===== src/rtl/fifo_read.sv =====
// Word-to-byte serialiser: captures one NUM_BYTES-wide word and emits it LSB first
// over a valid/ready byte handshake, pulsing RD_fifo_done after the last byte.
module fifo_read #(
    parameter int unsigned NUM_BYTES = 8
) (
    input  logic                   clk_fifo_i,
    input  logic                   reset,
    input  logic                   load,
    input  logic [8*NUM_BYTES-1:0] data_in,
    input  logic                   byte_ready,
    output logic [7:0]             data_out,
    output logic                   byte_valid,
    output logic                   busy,
    output logic                   RD_fifo_done
);

    localparam int unsigned WORD_W = 8 * NUM_BYTES;
    localparam int unsigned PTR_W  = 4;
    localparam logic [PTR_W-1:0] LAST_PTR = PTR_W'(NUM_BYTES - 1);

    localparam logic [1:0] IDLE = 2'd0;
    localparam logic [1:0] SEND = 2'd1;
    localparam logic [1:0] DONE = 2'd2;

    logic [1:0]        state_q, state_d;
    logic [WORD_W-1:0] shreg_q, shreg_d;
    logic [PTR_W-1:0]  rdptr_q, rdptr_d;
    logic              xfer;

    // A byte moves only while SEND is registered and the transmitter is ready
    assign xfer = (state_q == SEND) && byte_ready;

    // Next-state and datapath update
    always_comb begin
        state_d = state_q;
        shreg_d = shreg_q;
        rdptr_d = rdptr_q;
        case (state_q)
            IDLE: begin
                if (load) begin
                    shreg_d = data_in;
                    rdptr_d = '0;
                    state_d = SEND;
                end
            end
            SEND: begin
                if (xfer) begin
                    if (rdptr_q == LAST_PTR) begin
                        state_d = DONE;
                    end else begin
                        shreg_d = shreg_q >> 8;
                        rdptr_d = rdptr_q + PTR_W'(1);
                    end
                end
            end
            DONE: begin
                state_d = IDLE;
            end
            default: begin
                state_d = IDLE;
            end
        endcase
    end

    // State, datapath and output registers; flags follow the state being entered
    always_ff @(posedge clk_fifo_i) begin
        if (reset) begin
            state_q      <= IDLE;
            shreg_q      <= '0;
            rdptr_q      <= '0;
            byte_valid   <= 1'b0;
            busy         <= 1'b0;
            RD_fifo_done <= 1'b0;
        end else begin
            state_q      <= state_d;
            shreg_q      <= shreg_d;
            rdptr_q      <= rdptr_d;
            byte_valid   <= (state_d == SEND);
            busy         <= (state_d != IDLE);
            RD_fifo_done <= (state_d == DONE);
        end
    end

    assign data_out = shreg_q[7:0];

endmodule

===== config.mk =====
export PLATFORM = sky130hd
export DESIGN_NAME = fifo_read
export DESIGN_NICKNAME = d
export VERILOG_FILES = /design/src/rtl/fifo_read.sv
export SDC_FILE = /design/constraint.sdc
export NUM_CORES = 1
export LEC_CHECK = 0
export ABC_CLOCK_PERIOD_IN_PS = 2000
export CAP_MARGIN = 0
export CORE_MARGIN = 2
export CORE_UTILIZATION = 49
export DETAILED_ROUTE_END_ITERATION = 10
export GPL_TIMING_DRIVEN = 0
export HOLD_SLACK_MARGIN = 0.06
export PLACE_DENSITY = 0.83
export SYNTH_ARGS = -nofsm -noshare
export SYNTH_HDL_FRONTEND = slang
export SYNTH_SLANG_ARGS = --single-unit

===== constraint.sdc =====
create_clock -name clk_fifo_i -period 2 [get_ports clk_fifo_i]
set_input_delay 0.4 -clock clk_fifo_i [delete_from_list [all_inputs] [get_ports clk_fifo_i]]
set_output_delay 0.4 -clock clk_fifo_i [all_outputs]
set_load 0.005 [all_outputs]

* Word-level counts from Yosys, hierarchy flattened *
Index checks and enable logic that the tools add are counted.

word-level totals
  bits in registers = 73
  bits in latches = 0
  RAM bits = 0
  memory bits (read-only) = 0
  bits of input ports = 68
  output and inout bits = 11
  logic and storage cells = 31
  memories = 0

cells by class
  add/sub/neg operators = 1
  $mul = 0
  div/mod/pow operators = 0
  order comparisons = 0
  equality and inequality tests = 7
  shifts and indexed selects = 0
  mux-type cells = 12
  bitwise gates (word level) = 0
  reductions and logical operators = 5

operator list
  operator                                                                number
  64-bit two-way mux                                                      3
  64-bit case mux with 2 select lines                                     1
  4-bit two-way mux                                                       3
  4-bit case mux with 2 select lines                                      1
  2-bit two-way mux                                                       3
  2-bit inequality test (second input constant)                           3
  4-bit by 1-bit adder with 4-bit output (second input constant)          1
  2-bit by 1-bit equality test with 1-bit output (second input constant)  2
  4-bit by 3-bit equality test with 1-bit output (second input constant)  1
  2-bit case mux with 2 select lines                                      1
  4-bit AND reduction                                                     1
  2-bit nonzero test                                                      2
  2-bit equality test (second input constant)                             1
  2-bit zero test                                                         1
  1-bit logical AND                                                       1

* Depth between registers and ports, before layout *
Gate-level depths: netlist of run 1.

  word-level depth = 5
  mapped depth = 7

* Least setup slack after synthesis of run 1 *
No wires, ideal clock.

  kind = register -> register
  start = reg rdptr_q[0]
  end = reg shreg_q[28]
  library setup time = 0.142 ns
  arrival time = 1.485 ns
  required time = 1.858 ns
  setup slack = 0.373 ns
  cell stages (with the launch flop) = 7
  buffers on the path = 2
  clock period less this slack = 1.627 ns
  cells stage by stage = dfxtp_1 -> ha_1 -> and4b_1 -> nor3_2 -> buf_4 -> buf_2 -> a211oi_1

between the ends
  cells in the longest elaborated chain, start to end = 3

RTL lines
  item                                            line  source
  from (decl)                                     27    logic [PTR_W-1:0] rdptr_q, rdptr_d;
  from (signal assigned)                          77    rdptr_q <= rdptr_d;
  4-bit by 3-bit equality test with 1-bit output  48    if (rdptr_q == LAST_PTR) begin
  2-bit inequality test (no source line)          -
  4-bit AND reduction (no source line)            -
  to (signal assigned)                            76    shreg_q <= shreg_d;
  to (decl)                                       26    logic [WORD_W-1:0] shreg_q, shreg_d;

Every way passes these cells.
A chain may end at the register's enable or synchronous reset.

* Worst setup path after layout of run 1 *
  start = reg rdptr_q[0]
  end = reg shreg_q[17]

Same word-level chain as after synthesis.

==> flow_summary.toml, run 1 <==
[finish]
fin_util_pct = 67.59
diodes = 0
syn2layout_area_growth_pct = 34.30
nets = 473
drive_gt1_share_pct = 11.98

[clocking]
cts_tree = "built"
cts_root_buffer = "clkbuf_8"
clock_latency_ns = 0.34
cts_made_buffers = 9
cts_hold_buf = 0
clockBufferDepth = 2
path_clk_slew_ns = 0.07
clock-sinks = 73
h-tree-depth = 3

[flow_run]
maxCapViolCount = 0

[global_routing]
use_met1_pct = 27.24
grt_pass1_vias = 2606
grt_max_degree = 12
grt_usage_pct = 21.24
top_usage_layer = "met2"
use_met3_pct = 4.031
use_met2_pct = 35.35
antenna_found_initial = 0
grt_pass1_wl_mm = 12.17
grt_overflow_total = 0

[pwr]
p_seq_share_pct = 47.2
p_clk_share_pct = 34.8
p_sw_mw = 0.8768
irDropWorstVdd_v = 0.0004769
pwr-share-comb_pct = 18.0
power_mw = 3.472
p_leak_nw = 1.682
p_sw_share_pct = 25.25
p_per_area_nw_per_um2 = 818.3
power.internal_mw = 2.595

[sta]
relSlewSlack_pct = 36.07
tns_ns = 0
setup_viol = 0
rsz0062_at_grt = "no"
fmax_ghz = 0.5403
maxSlewViolCount = 0
timing.final.crit_share_pct = 92.54
finalHoldViolCount = 0
worstMarginPinSlew_ns = 0.9516
period_needed_ns = 1.851
finClkSkew_ns = 0.006452

[floorplan]
die_w_um = 84.30
io_pins = 79
chipHeight_um = 84.30
core_area_um2 = 6277
rows = 29
initial_core_util_pct = 50.33
dieArea_um2 = 7106

[worst_setup_path]
cp.arrival_ns = 2.05
cp_max_fo = 10
worstSetupStartpointType = "register"
crit_required_ns = 2.20
endpoint_kind = "register"
critPathKind = "reg -> reg"

[routing]
drc_errors = 0
drt-initial-drc-count = 91
via_per_inst = 5.364
dr.pass1.iters = 4
final_antenna_net_count = 0
wl_per_cell_um = 14.93
wl_mm = 7.254
num_vias = 2607

[synth]
synth_seq_cells = 73
ys_seq_area_share_pct = 46.26
yosysTopAreaCell = "dfxtp_1"
syn_inst = 316
syn_area_um2 = 3159
synth_top_area_share_pct = 46.26
yosys-top-cells-area = "dfxtp_1, mux2i_1, a211oi_1"
syn-num-nets = 385
ys_types = 26
synth_warnings = 0
postSynthAreaPerCell_um2 = 9.998

[place]
gp_congestion = 0.8516
io_buffers = 77
dp_hpwl_mm = 5.367

[min_path]
min_path_type = "reg -> reg"

[run_status]
status = "finished, final reports clean"
## final timing paths
path / from / endpoint / slack [ns] / cells after the start
setup / recovery: rdptr_q[0] / shreg_q[17] / 0.15 / 6
setup reg to reg: rdptr_q[0] / shreg_q[17] / 0.15 / 6
hold reg to reg: shreg_q[63] / shreg_q[63] / 0.48 / 1
hold / removal: shreg_q[63] / shreg_q[63] / 0.48 / 1
## cell usage in the layout (no fill, tap or decap), types with 2 or more instances in the layout
master            n
a211oi_1         48
a211oi_2         10
a22o_1            9
and2_1            2
buf_1             3
buf_2            12
buf_4             9
clkbuf_1         11
clkbuf_8         12
clkdlybuf4s50_1  77
dfxtp_1          73
inv_1             2
mux2i_1          57
nand2_1           2
nand3_1           2
nor2_1           61
nor3_1            5
## sequential cells by signal, indices dropped and copies added (netlist names)
name          cells
busy              1
rdptr_q           4
RD_fifo_done      1
shreg_q          64
byte_valid        1
state_q           2
## cell type report
class	count	area, um^2
buffer	35	191.4
fill	499	2034
multi-input combinational	206	1508
tap	77	96.34
clock buffer	14	172.7
timing repair buffer	77	770.7
clock inverter	2	35.03
sequential	73	1461
inverter	2	7.507
## timing repair
item                                   in CTS  in global routing
setup endpoints to repair                   0                 49
resized for setup                           0                  2
endpoints found under the hold margin       0                  0
setup buffers                               0                  0
## worst max-delay path: stages (launching register included)
cell and delay [ns]:
dfxtp_1 0.33, ha_1 0.24, and4b_1 0.24, nor3_4 0.29, buf_4 0.24, buf_2 0.25
a211oi_1 0.11
## per-stage QoR
stage | setup WS (ns) | instance area, um^2 | hold slack, ns | cells
CTS | 0.02958 | 4234 | 0.4845 | 486
global placement | -0.1269 | 4026 | 0.4603 | 470
finish | 0.1492 | 4243 | 0.4809 | 486
global route | 0.008426 | 4243 | 0.4958 | 486
floorplan | 0.3731 | 3159 | 0.4491 | 316
detailed placement | -0.1853 | 4026 | 0.4683 | 470
## per-layer routing
metal  vias up  wire length (um)
li1       1314                 -
met1      1198              3197
met2        79              3542
met3        16               373
met4         0               141
met5         -                 0
## cells in the mapped netlist (all sizes together)
master and n:
dfxtp 73, and4b 1, nor2 61, and3b 1
a32o 1, clkbuf 9, inv 2, and2 2
ha 1, a211oi 58, a31o 1, mux2i 57
buf 26, a22o 9, nor3 6, o21ai 1
nand3 2, nand2b 1, and3 1, a21oi 1
nand2 2
## power by group through the flow
stage	registers, mW	clock network [mW]	logic (mW)
after global placement	1.67	0	0.610
after CTS	1.64	1.22	0.627
final	1.64	1.21	0.625
after floorplan	1.65	0	0.376
after global routing	1.65	1.30	0.683
after detailed placement	1.67	0	0.621
## cell families (layout without fill, tap and decap cells)
kind of cell | Yosys count | after routing | share of synthesized area [%]
and+or+nand+nor | 77 | 77 | 10.30
DFF | 73 | 73 | 46.26
AOI/OAI and AO/OA | 71 | 71 | 18.77
muxes | 57 | 57 | 18.06
buffers and inverters | 37 | 130 | 6.218
adders and majority gates | 1 | 1 | 0.3960
(Power assumes the default switching activity.)
==> inputs of run 2 (changes only) <==
ABC_CLOCK_PERIOD_IN_PS = 2300   (was 2000)
CORE_UTILIZATION = 50   (was 49)
PLACE_DENSITY = 0.84   (was 0.83)
clock period = 2.3 ns   (was 2 ns; I/O delays follow)
==> run 2 against run 1 <==
Compared with the run above:
- routed wire length rose by 3.5%
- setup slack improved by 0.21 ns
- largest cell class unchanged
- highest routed layer unchanged
- register-to-register slack improved by 0.21 ns
==> flow_summary.toml, run 2 (synthesis results as in run 1) <==
[run_status]
status = "finished, final reports clean"

[floorplan]
core_area_um2 = 6026
io_pins = 79
initial_core_util_pct = 52.43
die_w_um = 83.49
dieArea_um2 = 6971
rows = 28
chipHeight_um = 83.49

[sta]
period_needed_ns = 1.939
timing.final.crit_share_pct = 84.30
worstMarginPinSlew_ns = 0.9247
relSlewSlack_pct = 37.88
tns_ns = 0
finClkSkew_ns = 0.005740
rsz0062_at_grt = "no"
setup_viol = 0
fmax_ghz = 0.5157
maxSlewViolCount = 0
finalHoldViolCount = 0

[routing]
via_per_inst = 5.436
drc_errors = 0
num_vias = 2631
wl_per_cell_um = 15.51
wl_mm = 7.508
wl_met1_mm = 3.252
wl_met3_um = 304
final_antenna_net_count = 0
top_layer_used = "met4"
drt-initial-drc-count = 124
met2_length_mm = 3.817
dr.pass1.iters = 4

[min_path]
min_from = "shreg_q[56]"
min_path_type = "reg -> reg"
holdPathStages = 1
hold_path_end = "shreg_q[56]"

[pwr]
irDropWorstVdd_v = 0.0004888
power.internal_mw = 2.277
p_sw_mw = 0.7635
p_clk_share_pct = 35.1
pwr-share-comb_pct = 18.0
p_sw_share_pct = 25.11
p_leak_nw = 1.677
p_per_area_nw_per_um2 = 719.3
p_seq_share_pct = 46.9

[worst_setup_path]
crit_required_ns = 2.56
r2r-start = "rdptr_q[0]"
cp_max_fo = 10
path_cells = "ha_1, and4b_1, nor3_2, buf_4, buf_6, nor2_1, a211oi_2"
reg2regPathDepth = 7
cp.arrival_ns = 2.20
reg2reg_to = "shreg_q[20]"
max_stage_delay_ns = 0.35
critPathKind = "reg -> reg"
endpoint_kind = "register"
cp_slowest_cell = "nor3_2"
worstSetupStartpointType = "register"
r2r_slack_ns = 0.36

[clocking]
clock_latency_ns = 0.35
cts_hold_buf = 0
h-tree-depth = 3
ctsResizeCount = 0
cts_root_buffer = "clkbuf_8"
path_clk_slew_ns = 0.07
cts_tree = "built"
post_cts_buffers = 0
clockBufferDepth = 2
cts_made_buffers = 9
clock-sinks = 73

[global_routing]
grt_pass1_wl_mm = 12.28
antenna_found_initial = 0
grt_overflow_total = 0
grt_usage_pct = 21.94
grt_max_degree = 12
grt_pass1_vias = 2698

[finish]
largest_reg_flops = 64
largest_registers = "shreg_q x64, rdptr_q x4, state_q x2"
syn2layout_area_growth_pct = 33.82
mostFrequentLayoutCell = "clkdlybuf4s50_1"
final_cell_mix = "clkdlybuf4s50_1, dfxtp_1, nor2_1"
regMostFlops = "shreg_q"
diodes = 0
nets = 473
drive_gt1_share_pct = 11.49
fin_util_pct = 70.16

[flow_run]
maxCapViolCount = 0

[place]
gp_congestion = 0.8727
io_buffers = 77
dp_hpwl_mm = 5.629
[run 2: per-layer routing]
layer	track usage, %	up-vias
met5	0	-
met2	39.52	77
met4	9.091	0
met3	3.956	13
met1	25.57	1230
li1	-	1311
[run 2: area by class of cell]
cell class,instances,area [um^2]
clock buffer,13,138.9
sequential,73,1461
inverter,2,7.507
timing repair buffer,77,770.7
clock inverter,3,65.06
buffer,35,188.9
multi-input combinational,206,1501
tap,75,93.84
fill,476,1798
[run 2: per-stage QoR]
| step | hold slack [ns] | instance area, um^2 | std cells | total power [mW] | setup WS, ns |
|---|---|---|---|---|---|
| 2_1_floorplan | 0.4491 | 3159 | 316 | 1.765 | 0.6731 |
| 3_3_place_gp | 0.4613 | 4024 | 468 | 1.981 | 0.1063 |
| 3_5_place_dp | 0.4683 | 4024 | 468 | 1.999 | 0.03759 |
| 4_1_cts | 0.4847 | 4228 | 484 | 3.057 | 0.3406 |
| 5_1_grt | 0.4998 | 4228 | 484 | 3.170 | 0.2428 |
| 6_report | 0.4793 | 4228 | 484 | 3.041 | 0.3611 |
[run 2: worst max-delay path by stage]
stage                     startpoint          end  slack, ns  depth (start not counted)
final                     rdptr_q[0]  shreg_q[20]       0.36                          7
after floorplan           rdptr_q[0]  shreg_q[28]       0.67                          6
after global routing      rdptr_q[0]  shreg_q[30]       0.24                          6
after global placement          load  shreg_q[28]       0.11                          6
after detailed placement        load  shreg_q[28]       0.04                          6
after CTS                 rdptr_q[0]  shreg_q[20]       0.34                          7
[run 2: worst max-delay path: cells and delay by family (launching register included)]
kind,cells,cell delay (ns)
buffers and inverters,2,0.42
AO/OA/AOI/OAI,1,0.21
flip-flops,1,0.34
adder cells (fa/ha/maj),1,0.24
AND/OR/NAND/NOR,3,0.65
[run 2: power groups by stage]
| stage | registers [mW] | logic [mW] | clock network, mW |
|---|---|---|---|
| final | 1.43 | 0.547 | 1.07 |
| after global routing | 1.44 | 0.595 | 1.14 |
| after CTS | 1.42 | 0.551 | 1.08 |
| after detailed placement | 1.45 | 0.546 | 0 |
| after global placement | 1.45 | 0.532 | 0 |
| after floorplan | 1.44 | 0.327 | 0 |
==> inputs of run 3 (changes only) <==
ABC_CLOCK_PERIOD_IN_PS = 1700   (was 2300)
CORE_UTILIZATION = 44   (was 50)
PLACE_DENSITY = 0.79   (was 0.84)
clock period = 1.7 ns   (was 2.3 ns; I/O delays follow)
==> run 3 against run 2 <==
Compared with the run above:
- clock skew up 0.0045 ns
- worst hold slack better by 0.0014 ns
- sequential cell count unchanged
- power up 31%
- routed wire length up 1.8%
- highest routed layer unchanged
==> flow_summary.toml, run 3 (synthesis results as in run 1) <==
[run_status]
status = "finished, final reports clean"

[clocking]
cts_tree = "built"
h-tree-depth = 3
clock_latency_ns = 0.35
path_clk_slew_ns = 0.08
cts_hold_buf = 0
cts_root_buffer = "clkbuf_8"
clockBufferDepth = 2
clock-sinks = 73
cts_made_buffers = 9

[place]
placed_area_um2 = 4050
post-place-ws_ns = -0.3958
gp_congestion = 0.8393
io_buffers = 77
dp_hpwl_mm = 5.578

[worst_setup_path]
crit_required_ns = 1.96
cp.arrival_ns = 1.91
worstSetupStartpointType = "register"
critPathKind = "reg -> reg"
cp_max_fo = 10
endpoint_kind = "register"

[finish]
largest_reg_flops = 64
nets = 475
diodes = 0
final_cell_mix = "clkdlybuf4s50_1, dfxtp_1, nor2_1"
fillers = 556
largest_registers = "shreg_q x64, rdptr_q x4, state_q x2"
syn2layout_area_growth_pct = 41.03
fin_util_pct = 64.86
drive_gt1_share_pct = 20.92
regMostFlops = "shreg_q"
mostFrequentLayoutCell = "clkdlybuf4s50_1"
fin_area_um2 = 4456

[sta]
period_needed_ns = 1.647
relSlewSlack_pct = 51.61
fmax_ghz = 0.6071
whs_ns = 0.4808
worst_slack_ns = 0.05284
setup_viol = 0
rsz0062_at_grt = "yes"
finalHoldViolCount = 0
finClkSkew_ns = 0.01025
worstMarginPinSlew_ns = 0.7259
tns_ns = 0
maxSlewViolCount = 0
timing.final.crit_share_pct = 96.89

[global_routing]
grt_pass1_wl_mm = 11.99
grt_usage_pct = 19.98
grt_pass1_vias = 2611
antenna_found_initial = 0
grt_overflow_total = 0
grt_max_degree = 14

[pwr]
p_leak_nw = 1.719
irDropWorstVdd_v = 0.0004567
p_per_area_nw_per_um2 = 895.0

[floorplan]
rows = 30
initial_core_util_pct = 45.99
chipHeight_um = 88.74
dieArea_um2 = 7874
die_w_um = 88.74
io_pins = 79
core_area_um2 = 6869

[min_path]
min_path_type = "reg -> reg"

[routing]
wl_per_cell_um = 15.08
num_vias = 2609
via_per_inst = 5.146
final_antenna_net_count = 0
dr.pass1.iters = 4
wl_mm = 7.646
drt-initial-drc-count = 90
drc_errors = 0

[flow_run]
maxCapViolCount = 0
## run 3: final timing paths
check	startpoint	endpoint	slack [ns]	cells past startpoint
worst min-delay path	shreg_q[58]	shreg_q[58]	0.48	1
worst min register to register	shreg_q[58]	shreg_q[58]	0.48	1
worst max register to register	rdptr_q[0]	shreg_q[45]	0.05	7
worst max-delay path	rdptr_q[0]	shreg_q[45]	0.05	7
## run 3: worst max-delay path: stages (launching register included)
cell and delay (ns):
dfxtp_2 0.35, ha_2 0.20, and4b_1 0.25, nor3_4 0.05, buf_12 0.15, buf_6 0.12, clkbuf_4 0.20, a211oi_1 0.22
## run 3: area by class of cell
cell class	count	area (um^2)	share of cell area [%]
multi-input cells	206	1655	37.15
inverters	2	7.507	0.1685
clock buffers	10	137.6	3.089
well taps	96	120.1	2.696
flip-flops and latches	73	1464	32.86
repair buffers	79	795.8	17.86
clock inverters	6	41.29	0.9267
plain buffers	35	234.0	5.251
## run 3: stage by stage
stage / power [mW] / instances
finish: 3.988 / 507
global route: 4.164 / 507
detailed placement: 2.704 / 489
floorplan: 2.388 / 316
global placement: 2.679 / 489
CTS: 3.948 / 507
## run 3: routing by layer
layer  global-route usage [%]  part of all wire [%]  up-vias
li1                         -                     -     1318
met1                    25.07                    45     1205
met2                    32.43                    47       71
met3                    4.571                   5.7       15
met4                    9.504                   2.3        0
met5                        0                     0        -
## run 3: report_power, final
part | internal, mW | switching (mW) | total, mW | leakage [nW]
clock network | 0.568 | 0.659 | 1.23 | 0.0847
registers | 1.85 | 0.0745 | 1.93 | 0.605
logic | 0.452 | 0.381 | 0.832 | 1.03
total | 2.87 | 1.11 | 3.99 | 1.72
## run 3: timing repair
item / 4_1_cts / 5_1_grt
buffers inserted: 1 / 0
resized for setup: 18 / 35
endpoints found under the setup margin: 67 / 63
gates cloned: 1 / 0
pin swaps: 1 / 1
